==> src/rtl/riscv_axi_pkg.sv <==
// Shared constants and helpers for the RISC-V AXI master bridge.
package riscv_axi_pkg;

  typedef enum logic {
    SRC_DATA = 1'b0,
    SRC_INST = 1'b1
  } axi_src_e;

  localparam logic [1:0] AXI_BURST_INCR = 2'b01;
  localparam logic [1:0] AXI_RESP_OKAY  = 2'b00;

  // AXI size code for a full-width single beat.
  function automatic logic [2:0] axi_size_f(input int dw);
    return 3'($clog2(dw / 8));
  endfunction

endpackage

==> src/rtl/axi_out_ctr.sv <==
// Outstanding-transaction counter, 0..MAX_OUT, with full/empty flags.
module axi_out_ctr #(
  parameter int MAX_OUT = 4
) (
  input  logic clk,
  input  logic reset,
  input  logic inc_i,
  input  logic dec_i,
  output logic full_o,
  output logic empty_o
);

  localparam int CW = $clog2(MAX_OUT + 1);

  logic [CW-1:0] cnt_q;
  logic [CW-1:0] cnt_d;
  logic          up;
  logic          dn;

  assign full_o  = (cnt_q == CW'(MAX_OUT));
  assign empty_o = (cnt_q == '0);

  // A decrement at zero is a stray response and is ignored.
  assign up = inc_i & ~full_o;
  assign dn = dec_i & ~empty_o;

  always_comb begin
    cnt_d = cnt_q;
    unique case ({up, dn})
      2'b10:   cnt_d = cnt_q + CW'(1);
      2'b01:   cnt_d = cnt_q - CW'(1);
      default: cnt_d = cnt_q;
    endcase
  end

  always_ff @(posedge clk) begin
    if (reset) cnt_q <= '0;
    else       cnt_q <= cnt_d;
  end

endmodule

==> src/rtl/riscv_axi_master.sv <==
// Fetch/data to AXI3-subset bridge with per-source outstanding
// tracking and fixed-priority read-address arbitration.
module riscv_axi_master
  import riscv_axi_pkg::*;
#(
  parameter int ADDR_W  = 32,
  parameter int DATA_W  = 32,
  parameter int ID_W    = 4,
  parameter int MAX_OUT = 4
) (
  input  logic                clk,
  input  logic                reset,

  input  logic                if_req,
  input  logic [ADDR_W-1:0]   if_addr,
  output logic                if_ready,
  output logic                if_rvalid,
  output logic [DATA_W-1:0]   if_rdata,
  output logic                if_err,

  input  logic                dm_req,
  input  logic                dm_we,
  input  logic [ADDR_W-1:0]   dm_addr,
  input  logic [DATA_W-1:0]   dm_wdata,
  input  logic [DATA_W/8-1:0] dm_wstrb,
  output logic                dm_ready,
  output logic                dm_rvalid,
  output logic [DATA_W-1:0]   dm_rdata,
  output logic                dm_wdone,
  output logic                dm_err,

  output logic [ID_W-1:0]     aw_id,
  output logic [ADDR_W-1:0]   aw_addr,
  output logic [3:0]          aw_len,
  output logic [2:0]          aw_size,
  output logic [1:0]          aw_burst,
  output logic                aw_valid,
  input  logic                aw_ready,

  output logic [ID_W-1:0]     w_id,
  output logic [DATA_W-1:0]   w_data,
  output logic [DATA_W/8-1:0] w_strb,
  output logic                w_last,
  output logic                w_valid,
  input  logic                w_ready,

  input  logic [ID_W-1:0]     b_id,
  input  logic [1:0]          b_resp,
  input  logic                b_valid,
  output logic                b_ready,

  output logic [ID_W-1:0]     ar_id,
  output logic [ADDR_W-1:0]   ar_addr,
  output logic [3:0]          ar_len,
  output logic [2:0]          ar_size,
  output logic [1:0]          ar_burst,
  output logic                ar_valid,
  input  logic                ar_ready,

  input  logic [ID_W-1:0]     r_id,
  input  logic [DATA_W-1:0]   r_data,
  input  logic [1:0]          r_resp,
  input  logic                r_last,
  input  logic                r_valid,
  output logic                r_ready
);

  localparam int SW = DATA_W / 8;
  localparam logic [ID_W-1:0] ID_INST = {SRC_INST, {(ID_W-1){1'b0}}};
  localparam logic [ID_W-1:0] ID_DATA = {SRC_DATA, {(ID_W-1){1'b0}}};

  logic              if_v_q, if_v_d;
  logic [ADDR_W-1:0] if_a_q, if_a_d;
  logic              dr_v_q, dr_v_d;
  logic [ADDR_W-1:0] dr_a_q, dr_a_d;
  logic              aw_v_q, aw_v_d;
  logic              w_v_q, w_v_d;
  logic [ADDR_W-1:0] aw_a_q, aw_a_d;
  logic [DATA_W-1:0] wd_q, wd_d;
  logic [SW-1:0]     ws_q, ws_d;

  logic              ifr_v_q, ifr_v_d;
  logic [DATA_W-1:0] ifr_d_q, ifr_d_d;
  logic              ifr_e_q, ifr_e_d;
  logic              dmr_v_q, dmr_v_d;
  logic [DATA_W-1:0] dmr_d_q, dmr_d_d;
  logic              wdn_q, wdn_d;
  logic              dme_q, dme_d;

  logic if_full, if_empty;
  logic dr_full, dr_empty;
  logic dw_full, dw_empty;

  logic ar_hs, if_gnt;
  logic if_free, dr_free, st_free;
  logic ld_ok, st_ok;
  logic if_acc, ld_acc, st_acc;
  logic r_inst, r_dat;
  logic if_rsp, dr_rsp, b_rsp;
  logic unused_ok;

  assign unused_ok = ^{r_last, b_id, r_id[ID_W-2:0]};

  // Data slot has priority on the shared AR channel.
  assign if_gnt   = if_v_q & ~dr_v_q;
  assign ar_valid = dr_v_q | if_v_q;
  assign ar_id    = dr_v_q ? ID_DATA : ID_INST;
  assign ar_addr  = dr_v_q ? dr_a_q : if_a_q;
  assign ar_len   = 4'd0;
  assign ar_size  = axi_size_f(DATA_W);
  assign ar_burst = AXI_BURST_INCR;
  assign ar_hs    = ar_valid & ar_ready;

  assign aw_id    = ID_DATA;
  assign aw_addr  = aw_a_q;
  assign aw_len   = 4'd0;
  assign aw_size  = axi_size_f(DATA_W);
  assign aw_burst = AXI_BURST_INCR;
  assign aw_valid = aw_v_q;
  assign w_id     = ID_DATA;
  assign w_data   = wd_q;
  assign w_strb   = ws_q;
  assign w_last   = 1'b1;
  assign w_valid  = w_v_q;

  assign r_ready  = 1'b1;
  assign b_ready  = 1'b1;

  // Slot readiness looks at next-state emptiness for back-to-back issue.
  assign if_free  = ~if_v_q | (ar_hs & if_gnt);
  assign dr_free  = ~dr_v_q | ar_hs;
  assign st_free  = (~aw_v_q | aw_ready) & (~w_v_q | w_ready);

  assign if_ready = if_free & ~if_full;
  assign ld_ok    = dr_free & ~dr_full & dw_empty;
  assign st_ok    = st_free & ~dw_full & dr_empty;
  assign dm_ready = dm_we ? st_ok : ld_ok;

  assign if_acc   = if_req & if_ready;
  assign ld_acc   = dm_req & ~dm_we & ld_ok;
  assign st_acc   = dm_req & dm_we & st_ok;

  assign r_inst   = r_valid & r_id[ID_W-1];
  assign r_dat    = r_valid & ~r_id[ID_W-1];
  assign if_rsp   = r_inst & ~if_empty;
  assign dr_rsp   = r_dat & ~dr_empty;
  assign b_rsp    = b_valid & ~dw_empty;

  axi_out_ctr #(.MAX_OUT(MAX_OUT)) u_ctr_if (
    .clk    (clk),
    .reset  (reset),
    .inc_i  (if_acc),
    .dec_i  (r_inst),
    .full_o (if_full),
    .empty_o(if_empty)
  );

  axi_out_ctr #(.MAX_OUT(MAX_OUT)) u_ctr_dr (
    .clk    (clk),
    .reset  (reset),
    .inc_i  (ld_acc),
    .dec_i  (r_dat),
    .full_o (dr_full),
    .empty_o(dr_empty)
  );

  axi_out_ctr #(.MAX_OUT(MAX_OUT)) u_ctr_dw (
    .clk    (clk),
    .reset  (reset),
    .inc_i  (st_acc),
    .dec_i  (b_valid),
    .full_o (dw_full),
    .empty_o(dw_empty)
  );

  always_comb begin
    if_v_d  = if_v_q;
    if_a_d  = if_a_q;
    dr_v_d  = dr_v_q;
    dr_a_d  = dr_a_q;
    aw_v_d  = aw_v_q;
    w_v_d   = w_v_q;
    aw_a_d  = aw_a_q;
    wd_d    = wd_q;
    ws_d    = ws_q;
    ifr_d_d = ifr_d_q;
    dmr_d_d = dmr_d_q;

    if (ar_hs & if_gnt) if_v_d = 1'b0;
    if (ar_hs & dr_v_q) dr_v_d = 1'b0;
    if (aw_v_q & aw_ready) aw_v_d = 1'b0;
    if (w_v_q & w_ready) w_v_d = 1'b0;

    if (if_acc) begin
      if_v_d = 1'b1;
      if_a_d = if_addr;
    end
    if (ld_acc) begin
      dr_v_d = 1'b1;
      dr_a_d = dm_addr;
    end
    if (st_acc) begin
      aw_v_d = 1'b1;
      w_v_d  = 1'b1;
      aw_a_d = dm_addr;
      wd_d   = dm_wdata;
      ws_d   = dm_wstrb;
    end

    ifr_v_d = if_rsp;
    ifr_e_d = if_rsp & (r_resp != AXI_RESP_OKAY);
    dmr_v_d = dr_rsp;
    wdn_d   = b_rsp;
    dme_d   = (dr_rsp & (r_resp != AXI_RESP_OKAY))
            | (b_rsp & (b_resp != AXI_RESP_OKAY));
    if (if_rsp) ifr_d_d = r_data;
    if (dr_rsp) dmr_d_d = r_data;
  end

  always_ff @(posedge clk) begin
    if (reset) begin
      if_v_q  <= 1'b0;
      if_a_q  <= '0;
      dr_v_q  <= 1'b0;
      dr_a_q  <= '0;
      aw_v_q  <= 1'b0;
      w_v_q   <= 1'b0;
      aw_a_q  <= '0;
      wd_q    <= '0;
      ws_q    <= '0;
      ifr_v_q <= 1'b0;
      ifr_d_q <= '0;
      ifr_e_q <= 1'b0;
      dmr_v_q <= 1'b0;
      dmr_d_q <= '0;
      wdn_q   <= 1'b0;
      dme_q   <= 1'b0;
    end else begin
      if_v_q  <= if_v_d;
      if_a_q  <= if_a_d;
      dr_v_q  <= dr_v_d;
      dr_a_q  <= dr_a_d;
      aw_v_q  <= aw_v_d;
      w_v_q   <= w_v_d;
      aw_a_q  <= aw_a_d;
      wd_q    <= wd_d;
      ws_q    <= ws_d;
      ifr_v_q <= ifr_v_d;
      ifr_d_q <= ifr_d_d;
      ifr_e_q <= ifr_e_d;
      dmr_v_q <= dmr_v_d;
      dmr_d_q <= dmr_d_d;
      wdn_q   <= wdn_d;
      dme_q   <= dme_d;
    end
  end

  assign if_rvalid = ifr_v_q;
  assign if_rdata  = ifr_d_q;
  assign if_err    = ifr_e_q;
  assign dm_rvalid = dmr_v_q;
  assign dm_rdata  = dmr_d_q;
  assign dm_wdone  = wdn_q;
  assign dm_err    = dme_q;

endmodule

==> config.mk <==
export PLATFORM = sky130hd
export DESIGN_NAME = riscv_axi_master
export DESIGN_NICKNAME = d
export VERILOG_FILES = /design/src/rtl/riscv_axi_pkg.sv /design/src/rtl/axi_out_ctr.sv /design/src/rtl/riscv_axi_master.sv
export SDC_FILE = /design/constraint.sdc
export NUM_CORES = 1
export LEC_CHECK = 0
export BUFFER_PORTS_ARGS = -buffer_cell sky130_fd_sc_hd__buf_4
export CORE_ASPECT_RATIO = 1.2
export CORE_UTILIZATION = 43
export DETAILED_ROUTE_END_ITERATION = 12
export GPL_ROUTABILITY_DRIVEN = 0
export PLACE_DENSITY_LB_ADDON = 0.15
export REMOVE_ABC_BUFFERS = 1
export SYNTH_ARGS = -nofsm -noshare
export SYNTH_HDL_FRONTEND = slang
export SYNTH_SLANG_ARGS = --single-unit
==> constraint.sdc <==
create_clock -name clk -period 8 [get_ports clk]
set_input_delay 0.8 -clock clk [delete_from_list [all_inputs] [get_ports clk]]
set_output_delay 0.8 -clock clk [all_outputs]
set_load 0.01 [all_outputs]
# ---- Word-level counts from Yosys, hierarchy flattened
# Cells that the tools add are included.
dict set report word_totals {
  out_inout_bits 207
  regBits 214
  word_cells 106
}
dict set report classes {
  n_mux 14
  add_sub_neg 6
  reduce_logical 12
  bitwise 46
  eq_ne 9
}
# op n
set op_table {}
lappend op_table {{$mux 32} 1}
lappend op_table {{$and 1x1->1} 28}
lappend op_table {{$pmux 3 s2} 3}
lappend op_table {{$reduce_bool 2->1} 9}
lappend op_table {{$not 1->1} 12}
lappend op_table {{$add 3x1->3 const B} 3}
lappend op_table {{$eq 3x3->1 const B} 3}
lappend op_table {{$logic_not 3->1} 3}
lappend op_table {{$mux 1} 9}
lappend op_table {{$sub 3x1->3 const B} 3}
lappend op_table {{$eq 2x1->1 const B} 3}
lappend op_table {{$eq 2x2->1 const B} 3}
lappend op_table {{$or 1x1->1} 6}
lappend op_table {{$mux 4} 1}

# ---- Longest topological paths before layout
# Gate-level depths: netlist of the first run.
dict set report logic_depth {
  ltp_word 9
  mapped_depth 12
  depth_no_buf 10
}

# ---- Hierarchy
# Synthesis of the first run repeated with hierarchy kept, for this count alone.
dict set report unflattened {
  hier_cells 992
  hier_area_um2 9389.0
}
# mod area_per_inst_um2 seq_area_each_um2 cells_per_inst instances
set modules_own_cells {}
lappend modules_own_cells {riscv_axi_master 8856.0 4103.9 929 1}
lappend modules_own_cells {axi_out_ctr 177.7 60.1 21 3}

# ---- Worst setup path before layout of the first run
# OpenSTA, ideal clock, no wires.
dict set report synth_path {
  kind {input to register}
  start {input w_ready}
  end {register u_ctr_dw.cnt_q[2]}
  slack_ns 5.112
  cell_stages 12
  arrival_time_ns 2.817
  setup_time_ns 0.070
  cell_sequence {nand2b_1 nor2b_1 and4_1 buf_4 inv_2 buf_6 ha_1 inv_1 fa_1 xor2_1 or3_1 a21oi_1}
}
dict set report synth_via {
  elab_chain_cells 8
  word_cells_on_any_way 10
  classes_between {eq/ne: 2; mux: 1; bitwise: 6; reduce/logical: 1}
}
# item line
set synth_lines {}
lappend synth_lines {{start: declaration} riscv_axi_master.sv:45} ;# input logic w_ready,
lappend synth_lines {{$or 1x1->1 (*)} riscv_axi_master.sv:132} ;# assign st_free = (~aw_v_q | aw_ready) & (~w_v_q | w_ready);
lappend synth_lines {{$and 1x1->1 (*)} riscv_axi_master.sv:132}
lappend synth_lines {{$and 1x1->1 (*) (2 in a row)} riscv_axi_master.sv:136} ;# assign st_ok = st_free & ~dw_full & dr_empty;
lappend synth_lines {{$and 1x1->1 (*)} riscv_axi_master.sv:141} ;# assign st_acc = dm_req & dm_we & st_ok;
lappend synth_lines {{$and 1x1->1 (*)} axi_out_ctr.sv:24} ;# assign up = inc_i & ~full_o;
lappend synth_lines {{$eq 2x1->1 / $eq 2x2->1 (equally long branches)} axi_out_ctr.sv:29} ;# unique case ({up, dn})
lappend synth_lines {{$pmux 3 s2 / $reduce_bool 2->1 (equally long branches)} --}
lappend synth_lines {{end signal: assignment} axi_out_ctr.sv:38} ;# else cnt_q <= cnt_d;
lappend synth_lines {{end: declaration} axi_out_ctr.sv:15} ;# logic [CW-1:0] cnt_q;
# Every way passes the cells marked *; elsewhere a longest branch is shown, timed or not.
# A chain may end at the register's enable or synchronous reset.

# ---- Final worst setup path of the first run
dict set report layout_path {
  start {register u_ctr_dr.cnt_q[0]}
  end {register u_ctr_dr.cnt_q[2]}
}
dict set report layout_via {
  elab_chain_cells 8
  word_cells_on_any_way 15
  classes_between {add/sub: 2; eq/ne: 3; mux: 1; bitwise: 7; reduce/logical: 2}
}
# item line
set layout_lines {}
lappend layout_lines {{start: declaration} axi_out_ctr.sv:15}
lappend layout_lines {{start signal: assignment} axi_out_ctr.sv:38}
lappend layout_lines {{$eq 3x3->1} axi_out_ctr.sv:20} ;# assign full_o = (cnt_q == CW'(MAX_OUT));
lappend layout_lines {{$not 1->1} {axi_out_ctr.sv:24, riscv_axi_master.sv:135}}
lappend layout_lines {{$and 1x1->1 (2 in a row)} riscv_axi_master.sv:135} ;# assign ld_ok = dr_free & ~dr_full & dw_empty;
lappend layout_lines {{$and 1x1->1} riscv_axi_master.sv:140} ;# assign ld_acc = dm_req & ~dm_we & ld_ok;
lappend layout_lines {{$and 1x1->1} axi_out_ctr.sv:24}
lappend layout_lines {{$eq 2x1->1 / $eq 2x2->1 (equally long branches)} axi_out_ctr.sv:29}
lappend layout_lines {{$pmux 3 s2 / $reduce_bool 2->1 (equally long branches)} --}
# Several ways; a longest one is shown, not always the timed one.

==> results of run 1 <==
## flip-flops by register name, summed over array words and instances (netlist names)
signal,flops
aw_addr,32
dm_rdata,32
dr_a_q,32
if_a_q,32
if_rdata,32
w_data,32
w_strb,4
u_ctr_dr.cnt_q,3
u_ctr_dw.cnt_q,3
u_ctr_if.cnt_q,3
aw_valid,1
dm_err,1
dm_rvalid,1
dm_wdone,1
dr_v_q,1
if_err,1
if_rvalid,1
if_v_q,1
w_valid,1
## cell type report
cell class / instances / area share (%)
sequential: 214 / 35.3
multi-input combinational: 687 / 34.2
timing repair buffer: 330 / 20.5
clock buffer: 34 / 5.66
tap: 265 / 2.73
clock inverter: 6 / 1.09
inverter: 17 / 0.526
## logic make-up after synthesis
| family | count (synthesis) | share of synthesized area (%) |
|---|---|---|
| AO/OA/AOI/OAI | 116 | 6.85 |
| XOR/XNOR | 6 | 0.589 |
| adder cells (fa/ha/maj) | 6 | 1.09 |
| buffers and inverters | 115 | 7.02 |
| flip-flops | 214 | 48.1 |
| multiplexers | 132 | 15.3 |
| other | 2 | 0.0842 |
| AND/OR/NAND/NOR | 395 | 21.0 |
## where the power goes
part / switching [mW] / internal [mW]
Sequential: 0.0866 / 1.20
Combinational: 0.422 / 0.380
Clock: 0.421 / 0.720
Total: 0.930 / 2.30
## per-layer routing
metal	track usage [%]	share of wire [%]	vias to the layer above
met3	7.11	9.2	34
li1	-	-	3697
met1	24.8	41	3391
met2	37.3	48	260
met5	0	0	-
met4	5.84	2.2	0
## placed cells by master, fill, tap and decap left out, types with 2 or more instances in the layout
cell type | synthesis | routed
nor2b_1 | 3 | 3
fa_1 | 3 | 3
ha_1 | 3 | 3
mux2_2 | 32 | 32
clkbuf_8 | 0 | 7
dfxtp_1 | 214 | 213
xor2_1 | 6 | 6
clkbuf_16 | 0 | 23
nand2b_1 | 140 | 140
clkbuf_1 | 46 | 4
mux2i_1 | 100 | 100
nand3_1 | 2 | 2
nor2_1 | 48 | 48
conb_1 | 2 | 32
buf_4 | 38 | 329
o21ai_0 | 4 | 4
or3_1 | 4 | 4
bufinv_16 | 0 | 4
nand2_1 | 192 | 192
a21oi_1 | 105 | 105
inv_1 | 15 | 15
## path summary, 6_finish.rpt
| path | startpoint | to | slack [ns] | cells past startpoint |
|---|---|---|---|---|
| max reg2reg | u_ctr_dr.cnt_q[0] | u_ctr_dr.cnt_q[2] | 4.83 | 10 |
| min reg2reg | if_rdata[19] | if_rdata[19] | 0.45 | 2 |
| max | u_ctr_dr.cnt_q[0] | u_ctr_dr.cnt_q[2] | 4.83 | 10 |
| min | if_rdata[19] | if_rdata[19] | 0.45 | 2 |
## worst max-delay path, cell delays in order (launching register included)
cell and delay, ns:
dfxtp_1 0.38, or3_1 0.17, nand3b_1 0.08, buf_4 0.25
inv_1 0.85, ha_1 0.33, inv_1 0.06, fa_1 0.37
xor2_1 0.16, or3_1 0.30, a21oi_1 0.14
## metrics by stage
stage | cells | util (%)
floorplan | 918 | -
global placement | 1513 | 55.8
detailed placement | 1513 | 55.8
CTS | 1553 | 59.9
global route | 1553 | 59.9
finish | 1553 | 59.9
==> run metrics, run 1 <==
status finished clean; fin. max-slew vios 0; DR vias 7382; Final setup viols 0; RSZ-0062 raised after global routing false; Pleak 5.40 nW; Placed Instance Area 11300 sq um; area taken by multi-input logic gates 4150 sq um; H-tree Lvls 1; DPL Wire Length 15.6 mm; Synth Register Bits 214; ys async rst share 0%; post-route minimum period 3.17 ns; CTS root buf clkbuf_16; CP arrival 3.59 ns; worst path required time 8.42 ns; final worst setup slack 4.83 ns; most common cell in the synthesized netlist dfxtp_1; Commonest cells post-synth dfxtp_1, nand2_1, nand2b_1; crit path max fanout 35; drt via density 4.75; Layout area overhead 36.0%; design area 12100 sq um; cell area after synthesis 8910 sq um; antenna violations before repair 0; Final nets 1433; Post-CTS Setup Inserts 0; Worst setup SP type flip-flop; number of synthesized flops with an enable pin 0; Synth Instances 986; worst-skew pair later-pin latency 0.49 ns; clock sinks 214; Die W 133 microns; Wirelength per Cell 15.0 microns; # port buffers 321; core area 20300 sq um; I/O pins 362; Yosys warning count 0; critical path type flip-flop to flip-flop; Num CTS Buffers 22; post-synthesis sequential area ratio 48.1%; Die Area 21300 sq um; Antenna diodes 0; dpl ws 4.32 ns; leading area contributor after synthesis dfxtp_1; initial core utilization 44.0%; vias in the first global route 7148; DRC 0; Die Ht 160 microns; setup TNS 0 ns; final-report hold violation count 0; storage element area 4290 sq um; critical path endpoint category flip-flop; largest cells by area after synthesis dfxtp_1, mux2i_1, nand2b_1, nand2_1, a21oi_1; layout cells sized above 1 31.4%; Tot GR Track Use 21.4%; DRT iter0 DRCs 332; Clock transition at path regs 0.06 ns; Synth top area share 48.1%; worst-case vdd ir drop 0.163 mV; total gr overflow 0; period utilisation layout 39.7%; synthesized area per cell 9.04 sq um; fillcell total 1810; first-pass GRT wire length 37.0 mm; Hold WC Path Type flip-flop to flip-flop; Synth cell types 36; DRT Wirelength 23.2 mm; f_max 315 MHz; hold_ws 0.451 ns; max-cap violations 0; # hold bufs at CTS 0; pwr dens 266 nW/um^2; TritonCTS clock tree done; pin count of the biggest net entering global routing 106; drt pass-1 iters 6; Tot Pwr 3.23 mW; Routed Antenna Nets 0; Slew Limit Headroom 25.6%; worst slew pin tran 1.11 ns; clock skew 0.00795 ns; CTS Buffer Depth 3; Synth Flop Type dfxtp_1; Post-CTS Resized 0; # rows 57
Note: power is estimated with default switching activity, not from simulation.
==> run 2, diff against run 1 <==
==> constraint.sdc (replaced) <==
create_clock -name clk -period 2.8 [get_ports clk]
set_input_delay 0.28 -clock clk [delete_from_list [all_inputs] [get_ports clk]]
set_output_delay 0.28 -clock clk [all_outputs]
set_load 0.01 [all_outputs]
==> run 2 against run 1 <==
  * Worst hold slack worse by 0.44 ns
  * Power rose to 2.8 times the previous value
  * Fmax up 36%
  * Global-route usage is 0.16 points higher
  * First-iteration DRC count shrank 8.7%
  * Sequential share of layout area fell by 0.11 points
  * Routed wire length grew 0.99%
  * Count of clock-buffer cells in the layout is 1 higher
  * Sequential power grew to 2.8 times the previous value
==> run metrics, run 2 (same netlist as run 1, synthesis figures left out) <==
critical path type flip-flop to flip-flop; crit path max fanout 4; Antenna diodes 0; # hold bufs at CTS 2; H-tree Lvls 1; most frequent cells in the layout buf_4, dfxtp_1, nand2_1; critical path endpoint category flip-flop; # port buffers 321; Die W 133 microns; setup TNS 0 ns; pwr dens 745 nW/um^2; design area 12200 sq um; Clock transition at path regs 0.06 ns; Routed Antenna Nets 0; Slew Limit Headroom 56.1%; Final setup viols 0; layout cells sized above 1 31.7%; worst-skew pair later-pin latency 0.50 ns; Die Area 21300 sq um; Placed Instances 1521; Non-Filler Instances 1563; Placed Instance Area 11400 sq um; f_max 429 MHz; DPL Wire Length 15.9 mm; core area 20300 sq um; first-pass GRT wire length 37.1 mm; max-cap violations 0; DR vias 7363; Num CTS Buffers 23; drt via density 4.71; Final nets 1444; period utilisation layout 83.2%; clock skew 0.00827 ns; DRT Wirelength 23.5 mm; antenna violations before repair 0; worst-case vdd ir drop 0.441 mV; dpl ws 0.477 ns; post-route minimum period 2.33 ns; Hold WC Path Type input pin to flip-flop; DRC 0; CTS Buffer Depth 3; initial core utilization 44.0%; pin count of the biggest net entering global routing 91; drt pass-1 iters 6; CP arrival 2.76 ns; clock sinks 214; final-report hold violation count 0; Wirelength per Cell 15.0 microns; RSZ-0062 raised after global routing false; # rows 57; worst slew pin tran 0.658 ns; DRT iter0 DRCs 303; area taken by multi-input logic gates 4150 sq um; most common cell after layout, fill and taps aside buf_4; Final Util 60.1%; Post-CTS Setup Inserts 0; fin. max-slew vios 0; Die Ht 160 microns; Layout area overhead 36.5%; Worst setup SP type flip-flop; storage element area 4290 sq um; vias in the first global route 7119; Post-CTS Resized 0; I/O pins 362; fillcell total 1886; Pleak 5.44 nW; worst path required time 3.23 ns; status finished clean; total gr overflow 0; Tot GR Track Use 21.6%; final worst setup slack 0.471 ns; CTS root buf clkbuf_16; TritonCTS clock tree done
-- run 2: cell types whose count changed in the layout (fill, tap and decap cells not counted) --
| cell | delta |
|---|---|
| dlygate4sd3_1 | +2 |
| clkinv_2 | +2 |
| clkinvlp_4 | -1 |
| buf_12 | +1 |
| buf_4 | +7 |
| clkbuf_1 | +1 |
| bufinv_16 | -2 |
-- run 2: report_power, final --
| group | internal [mW] | switching (mW) | leakage (nW) | total, mW |
|---|---|---|---|---|
| registers | 3.44 | 0.212 | 1.74 | 3.65 |
| logic | 1.10 | 1.23 | 3.31 | 2.33 |
| clock network | 1.87 | 1.21 | 0.380 | 3.08 |
-- run 2: per-stage QoR --
step,hold WS (ns),power [mW]
CTS,0.000766,9.18
detailed placement,0.447,6.07
global route,0.00451,9.55
finish,0.0135,9.06
global placement,0.438,6.03
floorplan,0.349,4.98
-- run 2: layer usage --
layer	routed length (microns)	track usage, %
met5	0	0
met4	336	4.75
met3	2140	7.27
met2	11400	38.4
met1	9610	24.7
-- run 2: path summary, 6_finish.rpt --
check               startpoint           endpoint  slack, ns  depth (start not counted)
max          u_ctr_dr.cnt_q[2]  u_ctr_dw.cnt_q[2]       0.47                         10
min                if_addr[31]         if_a_q[31]       0.01                          3
max reg2reg  u_ctr_dr.cnt_q[2]  u_ctr_dw.cnt_q[2]       0.47                         10
min reg2reg         dr_a_q[27]         dr_a_q[27]       0.45                          2
-- run 2: cell type report --
class / count / area share [%]
sequential: 214 / 35.2
tap: 265 / 2.73
clock inverter: 5 / 0.617
timing repair buffer: 340 / 21.2
inverter: 17 / 0.524
clock buffer: 35 / 5.68
multi-input combinational: 687 / 34.1
-- run 2: critical path, cell delays in order (launching register included) --
cell and delay [ns]:
dfxtp_1 0.33, or3_1 0.40, a31oi_1 0.22, and4_2 0.28, inv_2 0.04, ha_1 0.20, inv_1 0.07, fa_1 0.19
xor2_1 0.09, or3_1 0.30, a21oi_1 0.14
==> run 3, diff against run 2 <==
==> constraint.sdc (replaced) <==
create_clock -name clk -period 2.21 [get_ports clk]
set_input_delay 0.221 -clock clk [delete_from_list [all_inputs] [get_ports clk]]
set_output_delay 0.221 -clock clk [all_outputs]
set_load 0.01 [all_outputs]
==> run 3 against run 2 <==
  * Power grew 29%
  * Clock power grew 20%
  * Cell count grew 8.4%
  * Via count grew 8.9%
  * Routed wire length grew 7.7%
  * Register-to-register slack lost 0.46 ns
  * Count of clock-buffer cells in the layout shrank 3
  * Critical path type unchanged
  * Fmax grew 6.0%
  * Highest routed layer unchanged
  * Largest cell class unchanged
==> run metrics, run 3 (same netlist as run 1, synthesis figures left out) <==
H-tree Lvls 1; DR vias 8019; sequential power share 39.6%; Die Area 21300 sq um; CP startpoint u_ctr_dr.cnt_q[0]; Placed Instances 1523; layout cells sized above 1 30.1%; Worst setup SP type flip-flop; Clock transition at path regs 0.06 ns; total gr overflow 0; setup TNS 0 ns; Hold WC Path Type input pin to flip-flop; CTS Buffer Depth 3; fin. max-slew vios 0; most common cell after layout, fill and taps aside buf_4; period utilisation layout 99.4%; # port buffers 321; Sw Ratio 29.8%; DRT iter0 DRCs 355; Min-Delay Startpoint dm_wdata[10]; initial core utilization 44.0%; Num CTS Buffers 22; Switching Power 3.49 mW; crit path max fanout 4; hold_ws 0.0235 ns; Final setup viols 0; RSZ-0062 raised after global routing true; Non-Filler Instances 1695; drt via density 4.73; TritonCTS clock tree done; Pleak 6.00 nW; Routed Antenna Nets 0; Slew Limit Headroom 55.5%; Tot Pwr 11.7 mW; Wirelength per Cell 14.9 microns; Comb pwr share 28.8%; max-cap violations 0; DRC 0; drt pass-1 iters 4; critical path endpoint category flip-flop; pwr dens 865 nW/um^2; Tot GR Track Use 22.9%; Final nets 1577; Die Ht 160 microns; worst-skew pair later-pin latency 0.50 ns; f_max 455 MHz; Layout area overhead 51.7%; post-route minimum period 2.20 ns; final-report hold violation count 0; critical path type flip-flop to flip-flop; DRT Wirelength 25.3 mm; worst path required time 2.63 ns; DPL Wire Length 15.8 mm; most frequent cells in the layout buf_4, dfxtp_1, nand2_1; core area 20300 sq um; clock sinks 214; worst slew pin tran 0.667 ns; worst flop-to-flop path startpoint u_ctr_dr.cnt_q[0]; clock skew 0.0115 ns; CP arrival 2.62 ns; Internal 8.21 mW; vias in the first global route 7893; CTS root buf clkbuf_16; worst-case vdd ir drop 0.683 mV; # rows 57; antenna violations before repair 0; Clk network pwr share 31.6%; status finished clean; I/O pins 362; pin count of the biggest net entering global routing 85; Antenna diodes 0; Final Util 66.8%; first-pass GRT wire length 39.9 mm; Die W 133 microns
[run 3: timing repair]
action,CTS,global route
setup endpoints to repair,3,4
hold buffers,129,0
gates cloned,0,0
resized for setup,8,10
endpoints found under the hold margin,192,0
pin swaps,0,6
setup buffers,1,4
[run 3: metal layers]
metal,share of wire (%),vias to the layer above,track usage [%]
li1,-,3988,-
met4,2.4,0,6.97
met2,50,285,41.1
met5,0,-,0
met3,8.2,44,6.00
met1,40,3702,26.3
[run 3: final cells by class]
type	count	area [sq um]
Timing Repair Buffer	474	3920
Inverter	17	66.3
Multi-Input combinational cell	687	4210
Clock buffer	32	659
Fill cell	1694	6730
Tap cell	265	332
Clock inverter	6	55.1
Sequential cell	214	4290
[run 3: power groups by stage]
stage | logic, mW | clock network, mW | registers, mW
2_1_floorplan | 1.48 | 0 | 4.83
3_3_place_gp | 2.98 | 0 | 4.69
3_5_place_dp | 3.01 | 0 | 4.71
4_1_cts | 3.28 | 3.79 | 4.63
5_1_grt | 3.66 | 3.94 | 4.69
6_report | 3.37 | 3.70 | 4.64
[run 3: worst max-delay path: stages (launching register included)]
cell and delay (ns):
dfxtp_2 0.33, or3_4 0.41, a31oi_4 0.20, and4_4 0.27, inv_4 0.04, ha_4 0.15
inv_2 0.05, fa_2 0.18, xor2_1 0.07, or3_1 0.31, a21oi_1 0.12
[run 3: final timing paths]
kind                             to  slack, ns  cells past startpoint
setup / recovery  u_ctr_dw.cnt_q[2]       0.01                     10
hold / removal           w_data[10]       0.02                      3
setup reg to reg  u_ctr_dw.cnt_q[2]       0.01                     10
hold reg to reg        if_rdata[27]       0.45                      2
[run 3: metrics by stage]
stage | setup slack, ns | cell area (sq um)
after global routing | -0.0418 | 13500
after floorplan | -3.69 | 8470
after detailed placement | -0.0617 | 11400
final | 0.0127 | 13500
after CTS | -0.0110 | 13500
after global placement | -0.0152 | 11400
